`config.mk`:
```
export PLATFORM = sky130hd
export DESIGN_NAME = change_dispenser
export DESIGN_NICKNAME = d
export VERILOG_FILES = /design/src/rtl/change_pkg.sv /design/src/rtl/coin_inventory.sv /design/src/rtl/change_dispenser.sv
export SDC_FILE = /design/constraint.sdc
export NUM_CORES = 1
export LEC_CHECK = 0
export CAP_MARGIN = 20
export CORE_MARGIN = 8
export CORE_UTILIZATION = 40
export DETAILED_ROUTE_END_ITERATION = 10
export GPL_TIMING_DRIVEN = 0
export SYNTH_ARGS = -nofsm -noshare
export SYNTH_HDL_FRONTEND = slang
export SYNTH_SLANG_ARGS = --single-unit
```
`constraint.sdc`:
```
create_clock -name clk_i -period 2.7 [get_ports clk_i]
set_input_delay 0.81 -clock clk_i [delete_from_list [all_inputs] [get_ports clk_i]]
set_output_delay 0.81 -clock clk_i [all_outputs]
set_load 0.01 [all_outputs]
```
`src/rtl/change_pkg.sv`:
```
// ---------------------------------------------------------------------------
// change_pkg
// Shared types for the change dispenser: the coin selector encoding used on
// the ejector interface and the refill port, and the controller state type.
// ---------------------------------------------------------------------------
package change_pkg;

  // Coin encoding seen by the ejector and by the refill bin selector.
  typedef enum logic [1:0] {
    COIN_LO  = 2'd0,
    COIN_MID = 2'd1,
    COIN_HI  = 2'd2
  } coin_sel_t;

  // Controller states.
  typedef enum logic [1:0] {
    IDLE = 2'd0,
    CALC = 2'd1,
    DISP = 2'd2,
    DONE = 2'd3
  } state_t;

endpackage

```
`src/rtl/coin_inventory.sv`:
```
// ---------------------------------------------------------------------------
// coin_inventory
// Three per-denomination coin counters. Counts saturate at the top of their
// range on refill and drop by one when a coin leaves the selected bin.
// Ports:
//   clk          clock
//   rst_n        synchronous active-low reset, all counts return to INIT_CNT
//   refill       add refill_cnt coins to the refill_sel bin (3 = no bin)
//   refill_sel   bin to refill
//   refill_cnt   number of coins to add
//   take         remove one coin from the take_sel bin
//   take_sel     bin the coin is taken from
//   inv_lo/mid/hi current counts
// ---------------------------------------------------------------------------
module coin_inventory
  import change_pkg::*;
#(
  parameter int CNT_W    = 4,
  parameter int INIT_CNT = 4
) (
  input  logic             clk,
  input  logic             rst_n,
  input  logic             refill,
  input  logic [1:0]       refill_sel,
  input  logic [CNT_W-1:0] refill_cnt,
  input  logic             take,
  input  coin_sel_t        take_sel,
  output logic [CNT_W-1:0] inv_lo,
  output logic [CNT_W-1:0] inv_mid,
  output logic [CNT_W-1:0] inv_hi
);

  localparam logic [CNT_W-1:0] CNT_INIT = CNT_W'(INIT_CNT);
  localparam logic [CNT_W-1:0] CNT_ONE  = CNT_W'(1);

  // One extra bit catches the carry out; any carry means the bin is full.
  function automatic logic [CNT_W-1:0] sat_add(input logic [CNT_W-1:0] a,
                                               input logic [CNT_W-1:0] b);
    logic [CNT_W:0] sum;
    sum = {1'b0, a} + {1'b0, b};
    return sum[CNT_W] ? {CNT_W{1'b1}} : sum[CNT_W-1:0];
  endfunction

  // Refill and take never coincide in practice (refill is gated to the idle
  // state, take happens only while a coin is dispensed), but both paths are
  // kept independent so neither can mask the other on a different bin.
  // The controller only takes from a bin it has seen non-empty, so the
  // decrement can not wrap.
  always_ff @(posedge clk) begin
    if (!rst_n) begin
      inv_lo  <= CNT_INIT;
      inv_mid <= CNT_INIT;
      inv_hi  <= CNT_INIT;
    end else begin
      if (refill) begin
        case (refill_sel)
          2'd0:    inv_lo  <= sat_add(inv_lo, refill_cnt);
          2'd1:    inv_mid <= sat_add(inv_mid, refill_cnt);
          2'd2:    inv_hi  <= sat_add(inv_hi, refill_cnt);
          default: ;
        endcase
      end
      if (take) begin
        case (take_sel)
          COIN_LO:  inv_lo  <= inv_lo - CNT_ONE;
          COIN_MID: inv_mid <= inv_mid - CNT_ONE;
          COIN_HI:  inv_hi  <= inv_hi - CNT_ONE;
          default:  ;
        endcase
      end
    end
  end

endmodule

```
`src/rtl/change_dispenser.sv`:
```
// ---------------------------------------------------------------------------
// change_dispenser
// Computes the change owed for a purchase (or a full refund when the money
// does not cover the price) and pays it out greedily, one coin per
// valid/ready handshake, from a refillable per-denomination inventory.
// Ports:
//   clk_i, rst_n_i          clock, synchronous active-low reset
//   start_i                 begin a transaction with price_i/money_i (idle only)
//   price_i, money_i        item price and money inserted
//   coin_valid_o            coin offered to the ejector
//   coin_sel_o              offered coin: 0=LO, 1=MID, 2=HI
//   coin_ready_i            ejector takes the offered coin
//   busy_o                  transaction in progress
//   done_o                  one-cycle end-of-transaction pulse
//   short_o, remainder_o    exact change impossible / amount left unpaid
//   refill_i, refill_sel_i, refill_cnt_i  add coins to a bin (idle only)
//   inv_lo_o/inv_mid_o/inv_hi_o           current inventory
// ---------------------------------------------------------------------------
module change_dispenser
  import change_pkg::*;
#(
  parameter int MONEY_W  = 5,
  parameter int CNT_W    = 4,
  parameter int D_HI     = 10,
  parameter int D_MID    = 5,
  parameter int D_LO     = 1,
  parameter int INIT_CNT = 4
) (
  input  logic               clk_i,
  input  logic               rst_n_i,
  input  logic               start_i,
  input  logic [MONEY_W-1:0] price_i,
  input  logic [MONEY_W-1:0] money_i,
  output logic               coin_valid_o,
  output logic [1:0]         coin_sel_o,
  input  logic               coin_ready_i,
  output logic               busy_o,
  output logic               done_o,
  output logic               short_o,
  output logic [MONEY_W-1:0] remainder_o,
  input  logic               refill_i,
  input  logic [1:0]         refill_sel_i,
  input  logic [CNT_W-1:0]   refill_cnt_i,
  output logic [CNT_W-1:0]   inv_lo_o,
  output logic [CNT_W-1:0]   inv_mid_o,
  output logic [CNT_W-1:0]   inv_hi_o
);

  localparam logic [MONEY_W-1:0] VAL_HI  = MONEY_W'(D_HI);
  localparam logic [MONEY_W-1:0] VAL_MID = MONEY_W'(D_MID);
  localparam logic [MONEY_W-1:0] VAL_LO  = MONEY_W'(D_LO);

  state_t             state;
  state_t             state_next;
  logic [MONEY_W-1:0] rem;
  coin_sel_t          sel;
  coin_sel_t          pick;
  logic               pick_ok;
  logic               short_q;
  logic [MONEY_W-1:0] remainder_q;
  logic               accept;
  logic               refill_ok;

  function automatic logic [MONEY_W-1:0] coin_value(input coin_sel_t s);
    case (s)
      COIN_HI:  return VAL_HI;
      COIN_MID: return VAL_MID;
      default:  return VAL_LO;
    endcase
  endfunction

  // Inventory: refills only land while idle, coins leave on each handshake.
  coin_inventory #(
    .CNT_W    (CNT_W),
    .INIT_CNT (INIT_CNT)
  ) u_inventory (
    .clk        (clk_i),
    .rst_n      (rst_n_i),
    .refill     (refill_ok),
    .refill_sel (refill_sel_i),
    .refill_cnt (refill_cnt_i),
    .take       (accept),
    .take_sel   (sel),
    .inv_lo     (inv_lo_o),
    .inv_mid    (inv_mid_o),
    .inv_hi     (inv_hi_o)
  );

  // Greedy choice: biggest coin that fits the remaining amount and is in
  // stock. D_LO >= 1, so a zero remainder never picks a coin.
  always_comb begin
    pick    = COIN_LO;
    pick_ok = 1'b0;
    if (rem >= VAL_HI && inv_hi_o != '0) begin
      pick    = COIN_HI;
      pick_ok = 1'b1;
    end else if (rem >= VAL_MID && inv_mid_o != '0) begin
      pick    = COIN_MID;
      pick_ok = 1'b1;
    end else if (rem >= VAL_LO && inv_lo_o != '0) begin
      pick    = COIN_LO;
      pick_ok = 1'b1;
    end
  end

  // State register.
  always_ff @(posedge clk_i) begin
    if (!rst_n_i) begin
      state <= IDLE;
    end else begin
      state <= state_next;
    end
  end

  // Next-state logic: each coin alternates CALC (choose) and DISP (hand over).
  always_comb begin
    state_next = state;
    case (state)
      IDLE:    if (start_i) state_next = CALC;
      CALC:    state_next = pick_ok ? DISP : DONE;
      DISP:    if (coin_ready_i) state_next = CALC;
      DONE:    state_next = IDLE;
      default: state_next = IDLE;
    endcase
  end

  // State-decoded outputs and enables.
  always_comb begin
    coin_valid_o = (state == DISP);
    busy_o       = (state != IDLE);
    done_o       = (state == DONE);
    accept       = (state == DISP) && coin_ready_i;
    refill_ok    = refill_i && (state == IDLE);
  end

  // Datapath: remaining amount, selected coin and the shortfall result.
  // The result registers are cleared when a new transaction starts and are
  // otherwise held, so the previous outcome stays readable while idle.
  // The subtraction only follows a CALC pick, which already proved rem >= coin.
  always_ff @(posedge clk_i) begin
    if (!rst_n_i) begin
      rem         <= '0;
      sel         <= COIN_LO;
      short_q     <= 1'b0;
      remainder_q <= '0;
    end else begin
      case (state)
        IDLE: begin
          if (start_i) begin
            rem         <= (money_i >= price_i) ? (money_i - price_i) : money_i;
            short_q     <= 1'b0;
            remainder_q <= '0;
          end
        end
        CALC: begin
          if (pick_ok) begin
            sel <= pick;
          end else if (rem != '0) begin
            short_q     <= 1'b1;
            remainder_q <= rem;
          end
        end
        DISP: begin
          if (coin_ready_i) begin
            rem <= rem - coin_value(sel);
          end
        end
        default: ;
      endcase
    end
  end

  assign coin_sel_o  = sel;
  assign short_o     = short_q;
  assign remainder_o = remainder_q;

endmodule

```
==> results.cfg <==
[sta]
timing_hold_violations_final = 0
skew_ns = 0.00285
grt_setup_unrepaired = false
setup_viol = 0
worst_tran_pin_value_ns = 0.686
finalWorstPathRequiredPeriod_ns = 2.58
timing.final.crit_share = 0.957
achievable-frequency_mhz = 387
timing_max_transition_violations_final = 0
slew-limit-headroom = 0.539

[critical_path]
crit_slowest_cell = sky130_fd_sc_hd__clkdlybuf4s50_1
cp.required_ns = 2.89
maximum_single_stage_delay_on_the_critical_path_ns = 0.46
cp_num_buf_inv = 2
worstPathMaxFanout = 4
gate_family_responsible_for_the_most_delay_along_the_worst_path = compound AO/OA/AOI/OAI gates
timing.critical_path.to_type = flip-flop
timing.setup.critical_path_class = in2reg
worst-endpoint-arrival_ns = 2.77
path_cells = clkdlybuf4s50_1, inv_1, ha_1, nand2b_1, a31oi_2, o21ai_2, mux2_1, a221oi_1
setup.worst_path.start_class = input port

[clock_network]
cts.root.buffer_cell = sky130_fd_sc_hd__clkbuf_8
post_cts_hold_buffer_count = 0
cts.sink_count = 27
path_clk_slew_ns = 0.10
cts_max_level = 1
clock_tree_from_tritoncts = yes
clk_path_buf_depth = 2
cts_buffers = 3
clkLatencyLatePin_ns = 0.28

[synth]
flip_flop_cell_with_the_highest_count_after_synthesis = sky130_fd_sc_hd__dfxtp_1
synthDominantCellAreaShare = 0.235
synthesis.area_sq_mm = 0.00230
synth_edf_count = 0
seq_area_frac_synth = 0.235
post_synth_main_area_contributors = sky130_fd_sc_hd__dfxtp_1, sky130_fd_sc_hd__ha_1, sky130_fd_sc_hd__a21oi_1, sky130_fd_sc_hd__fa_1, sky130_fd_sc_hd__o21ai_0
syn_area_cell_sq_um = 8.29
synth_cell_types = 59
synth_top_cell_by_area = sky130_fd_sc_hd__dfxtp_1
synth_cells = 278
yosysWarnings = 0
share_of_synthesized_registers_carrying_an_async_set_or_reset = 0
ys_ff_latch = 27
synth_fp_nets = 328

[route]
firstDrtPassIters = 4
postRouteWirelength_um = 6060
first_iter_violations = 138
via_per_inst = 5.41
detailroute.via_count = 2149
drt_drc_violations_left = 0
avgRoutedWirePerCell_um = 15.3
drtAntennaViolNets = 0

[grt]
first_global_vias = 2120
global_route_wire_length_before_repair_um = 10200
antenna_found_initial = 0
grt_max_degree = 16
grtUsageTotal = 0.143
gr-total-overflow = 0

[min_path]
kind_of_path_behind_the_tightest_hold_check = reg2reg

[placed_design]
numPortBuffers = 43
hpwlAfterDp_um = 4800
finalWeightedCongestion = 0.783

[pwr]
vdd_ir_drop_max_v = 0.000307
power.total_mw = 1.22
power_per_cell_area_mw_per_mm2 = 423
leakagePower_nw = 1.21

[final_layout]
layout_cells_sized_above_1 = 0.0615
diodes = 0
final_core_utilization = 0.521
final_net_count = 376
area_delta_synth_final_pct = 25.4

[floorplanning]
placeableCoreArea_sq_mm = 0.00554
floorplan.io_pins = 44
floorplan.die.height_um = 91.9
initial_util = 0.416
placementRows = 27
die_width_um = 91.9
die_area_sq_mm = 0.00844

[outcome]
run_status = completed

[run]
max_cap_viol_count = 0
-- cell usage after synthesis, types with 3 or more instances --
| library cell | number |
|---|---|
| sky130_fd_sc_hd__a21oi_1 | 27 |
| sky130_fd_sc_hd__dfxtp_1 | 27 |
| sky130_fd_sc_hd__ha_1 | 24 |
| sky130_fd_sc_hd__inv_1 | 23 |
| sky130_fd_sc_hd__o21ai_0 | 18 |
| sky130_fd_sc_hd__nand2_1 | 12 |
| sky130_fd_sc_hd__nand2b_1 | 12 |
| sky130_fd_sc_hd__nor2_1 | 12 |
| sky130_fd_sc_hd__a21o_1 | 7 |
| sky130_fd_sc_hd__and3_1 | 7 |
| sky130_fd_sc_hd__nor2b_1 | 7 |
| sky130_fd_sc_hd__o21a_1 | 7 |
| sky130_fd_sc_hd__xnor2_1 | 6 |
| sky130_fd_sc_hd__fa_1 | 5 |
| sky130_fd_sc_hd__nor3_1 | 5 |
| sky130_fd_sc_hd__o211ai_1 | 5 |
| sky130_fd_sc_hd__o21ai_1 | 5 |
| sky130_fd_sc_hd__mux2_1 | 4 |
| sky130_fd_sc_hd__nand3_1 | 4 |
| sky130_fd_sc_hd__a31oi_1 | 3 |
| sky130_fd_sc_hd__clkbuf_1 | 3 |
| sky130_fd_sc_hd__o221ai_1 | 3 |
| sky130_fd_sc_hd__o22ai_1 | 3 |
| sky130_fd_sc_hd__or3_1 | 3 |
| sky130_fd_sc_hd__xor2_1 | 3 |
-- worst reg2reg max path: stages, from the launching register on --
cell and delay [ns]:
sky130_fd_sc_hd__dfxtp_1 0.45, sky130_fd_sc_hd__nand2b_1 0.25, sky130_fd_sc_hd__ha_1 0.18, sky130_fd_sc_hd__inv_1 0.06, sky130_fd_sc_hd__fa_1 0.40, sky130_fd_sc_hd__a21o_1 0.19, sky130_fd_sc_hd__a21oi_1 0.17, sky130_fd_sc_hd__o21ai_1 0.08
sky130_fd_sc_hd__a221o_1 0.30, sky130_fd_sc_hd__a31oi_1 0.13
-- cell usage in the layout (no fill, tap or decap), types with 3 or more instances in the layout --
master                             n
sky130_fd_sc_hd__nor2b_1           7
sky130_fd_sc_hd__xor2_1            3
sky130_fd_sc_hd__clkdlybuf4s50_1  41
sky130_fd_sc_hd__a21o_1            7
sky130_fd_sc_hd__nand2_1          12
sky130_fd_sc_hd__mux2_1            4
sky130_fd_sc_hd__o21a_1            7
sky130_fd_sc_hd__clkbuf_1          3
sky130_fd_sc_hd__nand2b_1         12
sky130_fd_sc_hd__xnor2_1           6
sky130_fd_sc_hd__o22ai_1           3
sky130_fd_sc_hd__inv_1            22
sky130_fd_sc_hd__a21oi_1          27
sky130_fd_sc_hd__o211ai_1          5
sky130_fd_sc_hd__dfxtp_1          27
sky130_fd_sc_hd__clkbuf_8          3
sky130_fd_sc_hd__or3_1             3
sky130_fd_sc_hd__nor3_1            5
sky130_fd_sc_hd__nand3_1           4
sky130_fd_sc_hd__fa_1              5
sky130_fd_sc_hd__o21ai_1           4
sky130_fd_sc_hd__ha_1             23
sky130_fd_sc_hd__o221ai_1          3
sky130_fd_sc_hd__nor2_1           12
sky130_fd_sc_hd__o21ai_0          18
sky130_fd_sc_hd__and3_1            7
-- kinds of logic (layout without fill, tap and decap cells) --
logic type	Yosys count	after routing	synth area share
AO/OA/AOI/OAI	93	93	0.261
AND/OR/NAND/NOR	82	82	0.209
buffers and inverters	31	78	0.0549
adder cells (fa/ha/maj)	29	29	0.174
flip-flops	27	27	0.235
XOR/XNOR	9	9	0.0342
multiplexers	7	7	0.0331
-- final cells by class --
class	instances	area, sq um
Clock buffer	3	41.3
Buffer	6	32.5
Inverter	25	93.8
Fill cell	573	2650
Timing Repair Buffer	43	435
Multi-Input combinational cell	220	1650
Tap cell	72	90.1
Clock inverter	1	5.00
Sequential cell	27	541
-- path summary, 6_finish.rpt --
kind,startpoint,endpoint,slack [ns],cells after the start
worst max-delay path,money_i[0],rem[1],0.12,8
worst min-delay path,short_o,short_o,0.51,2
worst max register to register,coin_sel_o[0],rem[4],0.43,9
worst min register to register,short_o,short_o,0.51,2
-- report_power, final --
part | total [mW] | internal [mW] | switching [mW]
sequential | 0.476 | 0.430 | 0.0463
combinational | 0.500 | 0.240 | 0.260
clock | 0.245 | 0.104 | 0.142
-- what timing repair did --
action                     in CTS  in global routing
resized for setup               0                  6
setup buffers                   0                  0
setup endpoints to repair       0                  3
-- flip-flops by register name, summed over array words and instances, names as in the netlist --
register and flops:
u_inventory.inv_mid 4, remainder_o 5, u_inventory.inv_hi 4, short_o 1
rem 5, coin_sel_o 2, state 2, u_inventory.inv_lo 4
-- per-layer routing --
metal,share of wire,global-route usage
met1,0.51,0.195
met5,0,0
met3,0.030,0.0179
met4,0.0089,0.0376
met2,0.45,0.231
-- through the flow --
step / instances / TNS [ns] / instance area (sq um) / worst slack (ns) / hold slack [ns]
after CTS: 397 / 0 / 2870 / 0.0410 / 0.521
after global placement: 393 / -1.23 / 2820 / -0.248 / 0.494
after detailed placement: 393 / -1.23 / 2820 / -0.258 / 0.491
final: 397 / 0 / 2890 / 0.116 / 0.513
after global routing: 397 / 0 / 2890 / 0.0465 / 0.560
after floorplan: 278 / 0 / 2300 / 0.385 / 0.538
No activity file was read; power rests on OpenSTA's default activity.
